===== src/rtl/uart_pkg.sv =====
// uart_pkg: definitions shared by the UART transmitter and its FIFO.
//   - parity mode encodings (PAR_NONE / PAR_ODD / PAR_EVEN; 2'b11 also means none)
//   - transmitter FSM state type
//   - frame_cfg_t: per-frame configuration captured when a word is popped
//   - helpers for parity enable / parity bit computation
package uart_pkg;

    localparam logic [1:0] PAR_NONE = 2'b00;
    localparam logic [1:0] PAR_ODD  = 2'b01;
    localparam logic [1:0] PAR_EVEN = 2'b10;

    // Width of the divisor field inside frame_cfg_t. The top level zero-extends
    // its DIV_W-bit divisor into this field, so DIV_W may be at most 32.
    localparam int CFG_DIV_W = 32;

    typedef enum logic [2:0] {
        IDLE,
        START,
        DATA,
        PARITY,
        STOP
    } tx_state_t;

    typedef struct packed {
        logic [CFG_DIV_W-1:0] baud_div;
        logic [1:0]           parity_type;
        logic                 stop_two;
    } frame_cfg_t;

    function automatic logic parity_enabled(input logic [1:0] ptype);
        return (ptype == PAR_ODD) || (ptype == PAR_EVEN);
    endfunction

    // Data is zero-padded to 9 bits (the widest legal word); padding zeros do
    // not change the XOR reduction.
    function automatic logic parity_bit(input logic [8:0] data, input logic [1:0] ptype);
        return (ptype == PAR_ODD) ? ~^data : ^data;
    endfunction

endpackage


===== src/rtl/uart_sync_fifo.sv =====
// uart_sync_fifo: single-clock FIFO feeding the UART transmitter.
//   clock    in   system clock
//   reset    in   asynchronous active-high reset (flushes the FIFO)
//   wr_en    in   write request; ignored while full
//   wr_data  in   word to write
//   rd_en    in   read (pop) request; ignored while empty
//   rd_data  out  word at the head of the FIFO (valid whenever !empty)
//   count    out  number of stored words
//   empty    out  no words stored
//   full     out  FIFO_DEPTH words stored
// Pointers carry one extra wrap bit so full and empty are distinguishable
// without a separate counter. All status outputs are functions of the pointer
// registers only, so they change on the edge after a push or pop.
module uart_sync_fifo
    import uart_pkg::*;
#(
    parameter int DATA_W     = 8,
    parameter int FIFO_DEPTH = 8
) (
    input  logic                            clock,
    input  logic                            reset,
    input  logic                            wr_en,
    input  logic [DATA_W-1:0]               wr_data,
    input  logic                            rd_en,
    output logic [DATA_W-1:0]               rd_data,
    output logic [$clog2(FIFO_DEPTH):0]     count,
    output logic                            empty,
    output logic                            full
);

    localparam int AW = $clog2(FIFO_DEPTH);

    logic [DATA_W-1:0] mem [FIFO_DEPTH];
    logic [AW:0]       wr_ptr_reg;
    logic [AW:0]       rd_ptr_reg;
    logic              do_wr;
    logic              do_rd;

    assign empty = (wr_ptr_reg == rd_ptr_reg);
    assign full  = (wr_ptr_reg[AW] != rd_ptr_reg[AW]) &&
                   (wr_ptr_reg[AW-1:0] == rd_ptr_reg[AW-1:0]);
    assign count = wr_ptr_reg - rd_ptr_reg;

    // A write is refused while full even if a read happens on the same edge.
    assign do_wr = wr_en && !full;
    assign do_rd = rd_en && !empty;

    always_ff @(posedge clock or posedge reset) begin
        if (reset) begin
            wr_ptr_reg <= '0;
            rd_ptr_reg <= '0;
        end else begin
            if (do_wr) begin
                wr_ptr_reg <= wr_ptr_reg + 1'b1;
            end
            if (do_rd) begin
                rd_ptr_reg <= rd_ptr_reg + 1'b1;
            end
        end
    end

    always_ff @(posedge clock) begin
        if (do_wr) begin
            mem[wr_ptr_reg[AW-1:0]] <= wr_data;
        end
    end

    // First-word fall-through: the head word must be present on the same edge
    // that pops it, because the transmitter loads its shift register there.
    assign rd_data = mem[rd_ptr_reg[AW-1:0]];

endmodule


===== src/rtl/uart_tx_fifo.sv =====
// uart_tx_fifo: UART transmitter with ready/valid input FIFO.
//   clock        in   system clock, rising edge
//   reset        in   asynchronous active-high reset
//   tx_data      in   word to queue (DATA_W bits)
//   tx_valid     in   tx_data valid
//   tx_ready     out  FIFO can accept a word (!fifo_full)
//   baud_div     in   clocks per bit minus 1 (latched per frame)
//   parity_type  in   00 none, 01 odd, 10 even, 11 none (latched per frame)
//   stop_two     in   0 one stop bit, 1 two stop bits (latched per frame)
//   data_tx      out  serial line, idles high, registered
//   active_flag  out  high while a frame is on the line
//   done_flag    out  one-cycle pulse after each frame's last stop bit
//   fifo_count   out  words queued
//   fifo_empty   out  FIFO empty
//   fifo_full    out  FIFO full
// Frames go out back-to-back: when the last stop bit ends and a word is
// waiting, the next START begins on the same edge as the done pulse.
module uart_tx_fifo
    import uart_pkg::*;
#(
    parameter int DATA_W     = 8,
    parameter int FIFO_DEPTH = 8,
    parameter int DIV_W      = 16
) (
    input  logic                        clock,
    input  logic                        reset,
    input  logic [DATA_W-1:0]           tx_data,
    input  logic                        tx_valid,
    output logic                        tx_ready,
    input  logic [DIV_W-1:0]            baud_div,
    input  logic [1:0]                  parity_type,
    input  logic                        stop_two,
    output logic                        data_tx,
    output logic                        active_flag,
    output logic                        done_flag,
    output logic [$clog2(FIFO_DEPTH):0] fifo_count,
    output logic                        fifo_empty,
    output logic                        fifo_full
);

    localparam int IDX_W = $clog2(DATA_W);

    tx_state_t          state_reg;
    frame_cfg_t         cfg_reg;
    logic [DIV_W-1:0]   baud_cnt_reg;
    logic [IDX_W-1:0]   bit_idx_reg;
    logic [DATA_W-1:0]  shift_reg;
    logic               parity_reg;
    logic               stop_idx_reg;
    logic               data_tx_reg;
    logic               active_reg;
    logic               done_reg;

    logic [DATA_W-1:0]  fifo_rd_data;
    logic               bit_end;
    logic               stop_done;
    logic               fifo_pop;

    uart_sync_fifo #(
        .DATA_W     (DATA_W),
        .FIFO_DEPTH (FIFO_DEPTH)
    ) u_fifo (
        .clock   (clock),
        .reset   (reset),
        .wr_en   (tx_valid),
        .wr_data (tx_data),
        .rd_en   (fifo_pop),
        .rd_data (fifo_rd_data),
        .count   (fifo_count),
        .empty   (fifo_empty),
        .full    (fifo_full)
    );

    assign tx_ready = !fifo_full;

    // Last clock of the current bit, measured against the latched divisor.
    assign bit_end   = (CFG_DIV_W'(baud_cnt_reg) == cfg_reg.baud_div);
    assign stop_done = (state_reg == STOP) && bit_end &&
                       (!cfg_reg.stop_two || stop_idx_reg);
    assign fifo_pop  = !fifo_empty && ((state_reg == IDLE) || stop_done);

    always_ff @(posedge clock or posedge reset) begin
        if (reset) begin
            state_reg    <= IDLE;
            cfg_reg      <= '0;
            baud_cnt_reg <= '0;
            bit_idx_reg  <= '0;
            shift_reg    <= '0;
            parity_reg   <= 1'b0;
            stop_idx_reg <= 1'b0;
            data_tx_reg  <= 1'b1;
            active_reg   <= 1'b0;
            done_reg     <= 1'b0;
        end else begin
            done_reg <= 1'b0;
            if (fifo_pop) begin
                // New frame: capture word and configuration, drive START.
                state_reg            <= START;
                cfg_reg.baud_div     <= CFG_DIV_W'(baud_div);
                cfg_reg.parity_type  <= parity_type;
                cfg_reg.stop_two     <= stop_two;
                shift_reg            <= fifo_rd_data;
                parity_reg           <= parity_bit(9'(fifo_rd_data), parity_type);
                baud_cnt_reg         <= '0;
                data_tx_reg          <= 1'b0;
                active_reg           <= 1'b1;
                if (state_reg == STOP) begin
                    done_reg <= 1'b1;
                end
            end else begin
                if (state_reg != IDLE) begin
                    baud_cnt_reg <= bit_end ? '0 : baud_cnt_reg + 1'b1;
                end
                case (state_reg)
                    START: begin
                        if (bit_end) begin
                            state_reg   <= DATA;
                            bit_idx_reg <= '0;
                            data_tx_reg <= shift_reg[0];
                        end
                    end
                    DATA: begin
                        if (bit_end) begin
                            if (bit_idx_reg == IDX_W'(DATA_W - 1)) begin
                                if (parity_enabled(cfg_reg.parity_type)) begin
                                    state_reg   <= PARITY;
                                    data_tx_reg <= parity_reg;
                                end else begin
                                    state_reg    <= STOP;
                                    stop_idx_reg <= 1'b0;
                                    data_tx_reg  <= 1'b1;
                                end
                            end else begin
                                // shift_reg[0] always holds the bit on the line.
                                bit_idx_reg <= bit_idx_reg + 1'b1;
                                shift_reg   <= shift_reg >> 1;
                                data_tx_reg <= shift_reg[1];
                            end
                        end
                    end
                    PARITY: begin
                        if (bit_end) begin
                            state_reg    <= STOP;
                            stop_idx_reg <= 1'b0;
                            data_tx_reg  <= 1'b1;
                        end
                    end
                    STOP: begin
                        if (bit_end) begin
                            if (!stop_done) begin
                                stop_idx_reg <= 1'b1;
                            end else begin
                                state_reg  <= IDLE;
                                active_reg <= 1'b0;
                                done_reg   <= 1'b1;
                            end
                        end
                    end
                    default: begin
                        data_tx_reg <= 1'b1;
                        active_reg  <= 1'b0;
                    end
                endcase
            end
        end
    end

    assign data_tx     = data_tx_reg;
    assign active_flag = active_reg;
    assign done_flag   = done_reg;

endmodule


===== config.mk =====
export PLATFORM = sky130hd
export DESIGN_NAME = uart_tx_fifo
export DESIGN_NICKNAME = d
export VERILOG_FILES = /design/src/rtl/uart_pkg.sv /design/src/rtl/uart_sync_fifo.sv /design/src/rtl/uart_tx_fifo.sv
export SDC_FILE = /design/constraint.sdc
export NUM_CORES = 1
export LEC_CHECK = 0
export CORE_MARGIN = 2
export CORE_UTILIZATION = 66
export CTS_BUF_LIST = sky130_fd_sc_hd__clkbuf_8
export DETAILED_ROUTE_END_ITERATION = 16
export DONT_BUFFER_PORTS = 1
export PLACE_DENSITY = 0.83
export SYNTH_ARGS = -nofsm -noshare
export SYNTH_HDL_FRONTEND = slang
export SYNTH_SLANG_ARGS = --single-unit
export TNS_END_PERCENT = 100

===== constraint.sdc =====
create_clock -name clock -period 3.8 [get_ports clock]
set_input_delay 0.38 -clock clock [delete_from_list [all_inputs] [get_ports clock]]
set_output_delay 0.38 -clock clock [all_outputs]
set_load 0.05 [all_outputs]

==> qor.csv <==
stage;metric;value;unit
worst_setup_path;critical register-to-register path endpoint;u_fifo.mem[2][3];
finish;nets;470;
worst_setup_path;Critical Path AT;3010;ps
clocking;post-CTS sizing;0;
logic_synthesis;average size of a mapped cell;13.9;µm²
logic_synthesis;Mapped Area;0.00571;mm²
finish;count of filler cells inserted in the layout;494;
floorplanning;starting density of the core;68.9;%
worst_setup_path;cell family with the largest share of critical-path delay;simple AND/OR/NAND/NOR gates;
logic_synthesis;post-synth net total;449;
global_routing;Total Routing Usage GR;24.2;%
floorplanning;Std-Cell Rows;33;
finish;fraction of layout instances using a drive strength above 1;18.9;%
timing;Slew Limit Fails;0;
run;total of max-cap violations;0;
worst_setup_path;count of buffer and inverter cells on the critical path;2;
power_and_ir_drop;portion of total power attributed to the clock network;20.3;%
worst_setup_path;Data required, critical path;3860;ps
global_routing;global-route wire length before repair;17500;µm
floorplanning;die footprint;0.00942;mm²
worst_setup_path;delay of the slowest cell on the worst path;660;ps
floorplanning;die extent in y;97.0;µm
placed_design;area after detailed placement;0.00587;mm²
logic_synthesis;number of flops mapped to enable cells by yosys;64;
power_and_ir_drop;total net switching power;2.16;mW
clocking;clock slew seen by the registers of the worst setup and hold paths;80;ps
floorplanning;ports placed on the boundary;40;
outcome;status;completed;
worst_setup_path;cell with the largest stage delay on the worst path;sky130_fd_sc_hd__nor2_1;
power_and_ir_drop;total power;5.54;mW
power_and_ir_drop;power per unit of standard cell area;884;mW/mm²
floorplanning;placeable core region;0.00830;mm²
worst_setup_path;setup slack of the worst register-to-register path;850;ps
global_routing;number of global-route vias before repair;3520;
timing;setup TNS;0;ps
worst_hold_path;capture endpoint of the worst hold path;u_fifo.mem[7][1];
logic_synthesis;Synth Register Bits;126;
power_and_ir_drop;combinational share of power;41.4;%
timing;Post-Route Skew;7.34;ps
detailed_routing;drc violations;0;
logic_synthesis;Yosys warnings;0;
clocking;Max H-tree Level;4;
finish;antenna diode count;0;
logic_synthesis;sequential element share of the synthesized area;60.8;%
worst_hold_path;launch point of the worst hold path;tx_data[1];
power_and_ir_drop;total leakage power;2.52;nW
detailed_routing;routed wire length per instance;19.3;µm
detailed_routing;vias post-DR;3350;
detailed_routing;number of antenna-violating nets in the routed design;0;
placed_design;count of buffers from port buffering;0;
placed_design;Post-DP HPWL;7310;µm
placed_design;worst setup timing slack at the placement stage;841;ps
global_routing;pin count of the biggest net entering global routing;34;
placed_design;Cells after DPL;516;
global_routing;grt ovf;0;
timing;Fmax achieved;339;MHz
worst_setup_path;type of element launching the critical path;flop;
power_and_ir_drop;maximum vdd ir drop;0.520;mV
timing;setup ws final;853;ps
clocking;worst skew pair latency;430;ps
placed_design;RePlAce Congestion;0.895;
worst_setup_path;chain of cells forming the critical path;buf_4 -> clkinv_1 -> ha_1 -> and3_1 -> nand2_1 -> and2_1 -> nand2_1 -> nor2_1;
worst_setup_path;WS Path Type;flop to flop;
detailed_routing;routed wire length;10600;µm
power_and_ir_drop;Internal Pwr Total;3.38;mW
timing;final critical-path share of the clock period;77.6;%
detailed_routing;first drt pass iteration count;4;
detailed_routing;starting DRC count in detailed routing;142;
finish;Post-Layout Cell Count;549;
finish;layout overhead on the synthesized area;9.74;%
finish;Final Cell Area;0.00627;mm²
timing;final critical delay including setup and external delays;2950;ps
timing;unrepaired setup endpoints after global routing;no;
finish;Largest register FFs;64;
timing;Post-Route Hold Slack;35.2;ps
clocking;clock tree from TritonCTS;done;
logic_synthesis;Netlist cell types;47;
worst_setup_path;capturing element type of the critical path;flop;
logic_synthesis;leading register cell type out of synthesis;sky130_fd_sc_hd__edfxtp_1;
timing;total setup violations reported at the end of the flow;0;
timing;hold violation count in the final report;0;
detailed_routing;Vias per Instance;6.10;
logic_synthesis;Async S/R FF share, synth;49.2;%
clocking;Bufs on Longest Clock Path;2;
worst_setup_path;depth of the critical timing path with buffers and inverters included;8;
worst_setup_path;largest fanout on the critical path;12;
clocking;post-CTS setup-driven buffer insertion count;0;
timing;relative max-transition margin;44.2;%
clocking;cell chosen for the clock root;sky130_fd_sc_hd__clkbuf_8;
clocking;clock sink total;126;
timing;Worst Tran Pin Value;834;ps
clocking;total CTS buffers;17;
power_and_ir_drop;sequential power share;38.2;%
logic_synthesis;post-synthesis cell count;410;
worst_setup_path;cell count of the worst reg-to-reg path;8;
worst_hold_path;Hold Path Class;input port to flop;
worst_setup_path;critical path's most frequent cell;sky130_fd_sc_hd__nand2_1;
worst_hold_path;Worst Hold Path Cells;0;
worst_setup_path;R2R Path Start;u_fifo.rd_ptr_reg[2];
floorplanning;die width;97.0;µm
global_routing;initial antenna violation count;0;
finish;final core utilization;75.6;%
power_and_ir_drop;switching share of power;38.9;%
routing by layer:
metal | part of all wire [%] | global-route usage, % | wire length [µm]
met1 | 39 | 29.5 | 4160
met2 | 53 | 41.3 | 5600
met3 | 5.4 | 6.36 | 571
met4 | 2.7 | 9.75 | 287
met5 | 0 | 0 | 0
final cells by class:
type | count | area (µm²) | share of cell area, %
clock buffers | 17 | 234 | 3.73
clock inverters | 15 | 154 | 2.45
inverters | 19 | 71.3 | 1.14
multi-input cells | 251 | 2080 | 33.2
flip-flops and latches | 126 | 3470 | 55.4
well taps | 105 | 131 | 2.09
repair buffers | 16 | 123 | 1.96
cell families (layout without fill, tap and decap cells):
logic type	after synthesis	after routing	share of synthesized area, %
multiplexers	50	50	13.3
XOR/XNOR	45	45	7.16
flip-flops	126	126	60.8
buffers and inverters	33	67	2.74
AND/OR/NAND/NOR	107	107	9.17
AO/OA/AOI/OAI	40	40	4.75
adder cells (fa/ha/maj)	9	9	2.10
cells in the final DEF (no fill, tap or decap), types with 2 or more instances in the layout:
master                     netlist  routed
sky130_fd_sc_hd__a21o_1          2       2
sky130_fd_sc_hd__nor3_1          6       6
sky130_fd_sc_hd__inv_6           0       5
sky130_fd_sc_hd__nor2b_1         2       2
sky130_fd_sc_hd__and3_1          9       9
sky130_fd_sc_hd__and2_1          4       4
sky130_fd_sc_hd__a21oi_1        10      10
sky130_fd_sc_hd__nand2_1        27      27
sky130_fd_sc_hd__clkbuf_8        0      17
sky130_fd_sc_hd__buf_4           0      15
sky130_fd_sc_hd__o221ai_1        6       6
sky130_fd_sc_hd__a31oi_1         3       3
sky130_fd_sc_hd__edfxtp_1       64      64
sky130_fd_sc_hd__xor2_1         11      11
sky130_fd_sc_hd__a22o_1          4       4
sky130_fd_sc_hd__nand3_1         4       4
sky130_fd_sc_hd__clkinv_2        0       2
sky130_fd_sc_hd__inv_8           0       4
sky130_fd_sc_hd__mux2i_1        12      12
sky130_fd_sc_hd__inv_1          17      16
sky130_fd_sc_hd__nor2_1         35      35
sky130_fd_sc_hd__mux4_2          8       8
sky130_fd_sc_hd__nand2b_1        6       6
sky130_fd_sc_hd__xnor2_1        33      33
sky130_fd_sc_hd__dfrtp_1        61      61
sky130_fd_sc_hd__mux2_2         21      21
sky130_fd_sc_hd__mux4_1          8       8
sky130_fd_sc_hd__nand4_1         7       7
sky130_fd_sc_hd__inv_2           1       2
sky130_fd_sc_hd__clkinv_4        0       2
sky130_fd_sc_hd__o21ai_0         9       9
sky130_fd_sc_hd__ha_1            8       8
power groups by stage:
stage | sequential [mW] | clock [mW] | combinational (mW)
4_1_cts | 2.11 | 1.14 | 2.31
3_5_place_dp | 2.14 | 0 | 2.30
6_report | 2.12 | 1.13 | 2.30
5_1_grt | 2.16 | 1.20 | 2.49
3_3_place_gp | 2.12 | 0 | 2.20
2_1_floorplan | 2.03 | 0 | 1.93
Yosys cell counts (9+ instances only):
library cell	instances	share of area, %
sky130_fd_sc_hd__o21ai_0	9	0.79
sky130_fd_sc_hd__xor2_1	11	1.7
sky130_fd_sc_hd__mux2i_1	12	2.1
sky130_fd_sc_hd__and3_1	9	0.99
sky130_fd_sc_hd__dfrtp_1	61	27
sky130_fd_sc_hd__a21oi_1	10	0.88
sky130_fd_sc_hd__nor2_1	35	2.3
sky130_fd_sc_hd__mux2_2	21	4.1
sky130_fd_sc_hd__nand2_1	27	1.8
sky130_fd_sc_hd__inv_1	17	1.1
sky130_fd_sc_hd__edfxtp_1	64	34
sky130_fd_sc_hd__xnor2_1	33	5.1
how the worst max path moves through the flow:
stage / startpoint / endpoint / slack, ps
floorplan: u_fifo.rd_ptr_reg[2] / u_fifo.mem[1][0] / 610
global placement: u_fifo.rd_ptr_reg[2] / u_fifo.mem[6][5] / 910
detailed placement: u_fifo.rd_ptr_reg[2] / u_fifo.mem[2][5] / 840
CTS: u_fifo.rd_ptr_reg[2] / u_fifo.mem[2][3] / 820
global route: u_fifo.rd_ptr_reg[2] / u_fifo.mem[2][3] / 590
finish: u_fifo.rd_ptr_reg[2] / u_fifo.mem[2][3] / 850
worst reg2reg max path, stage by stage (launching register included):
cell	delay, ps
sky130_fd_sc_hd__dfrtp_1	330
sky130_fd_sc_hd__buf_4	190
sky130_fd_sc_hd__clkinv_1	250
sky130_fd_sc_hd__ha_1	410
sky130_fd_sc_hd__and3_1	240
sky130_fd_sc_hd__nand2_1	90
sky130_fd_sc_hd__and2_1	250
sky130_fd_sc_hd__nand2_1	150
sky130_fd_sc_hd__nor2_1	660
timing repair:
item,in CTS,in global routing
endpoints found under the setup margin,0,0
hold endpoints to repair,29,0
hold buffers,1,0
(Power assumes the default switching activity.)
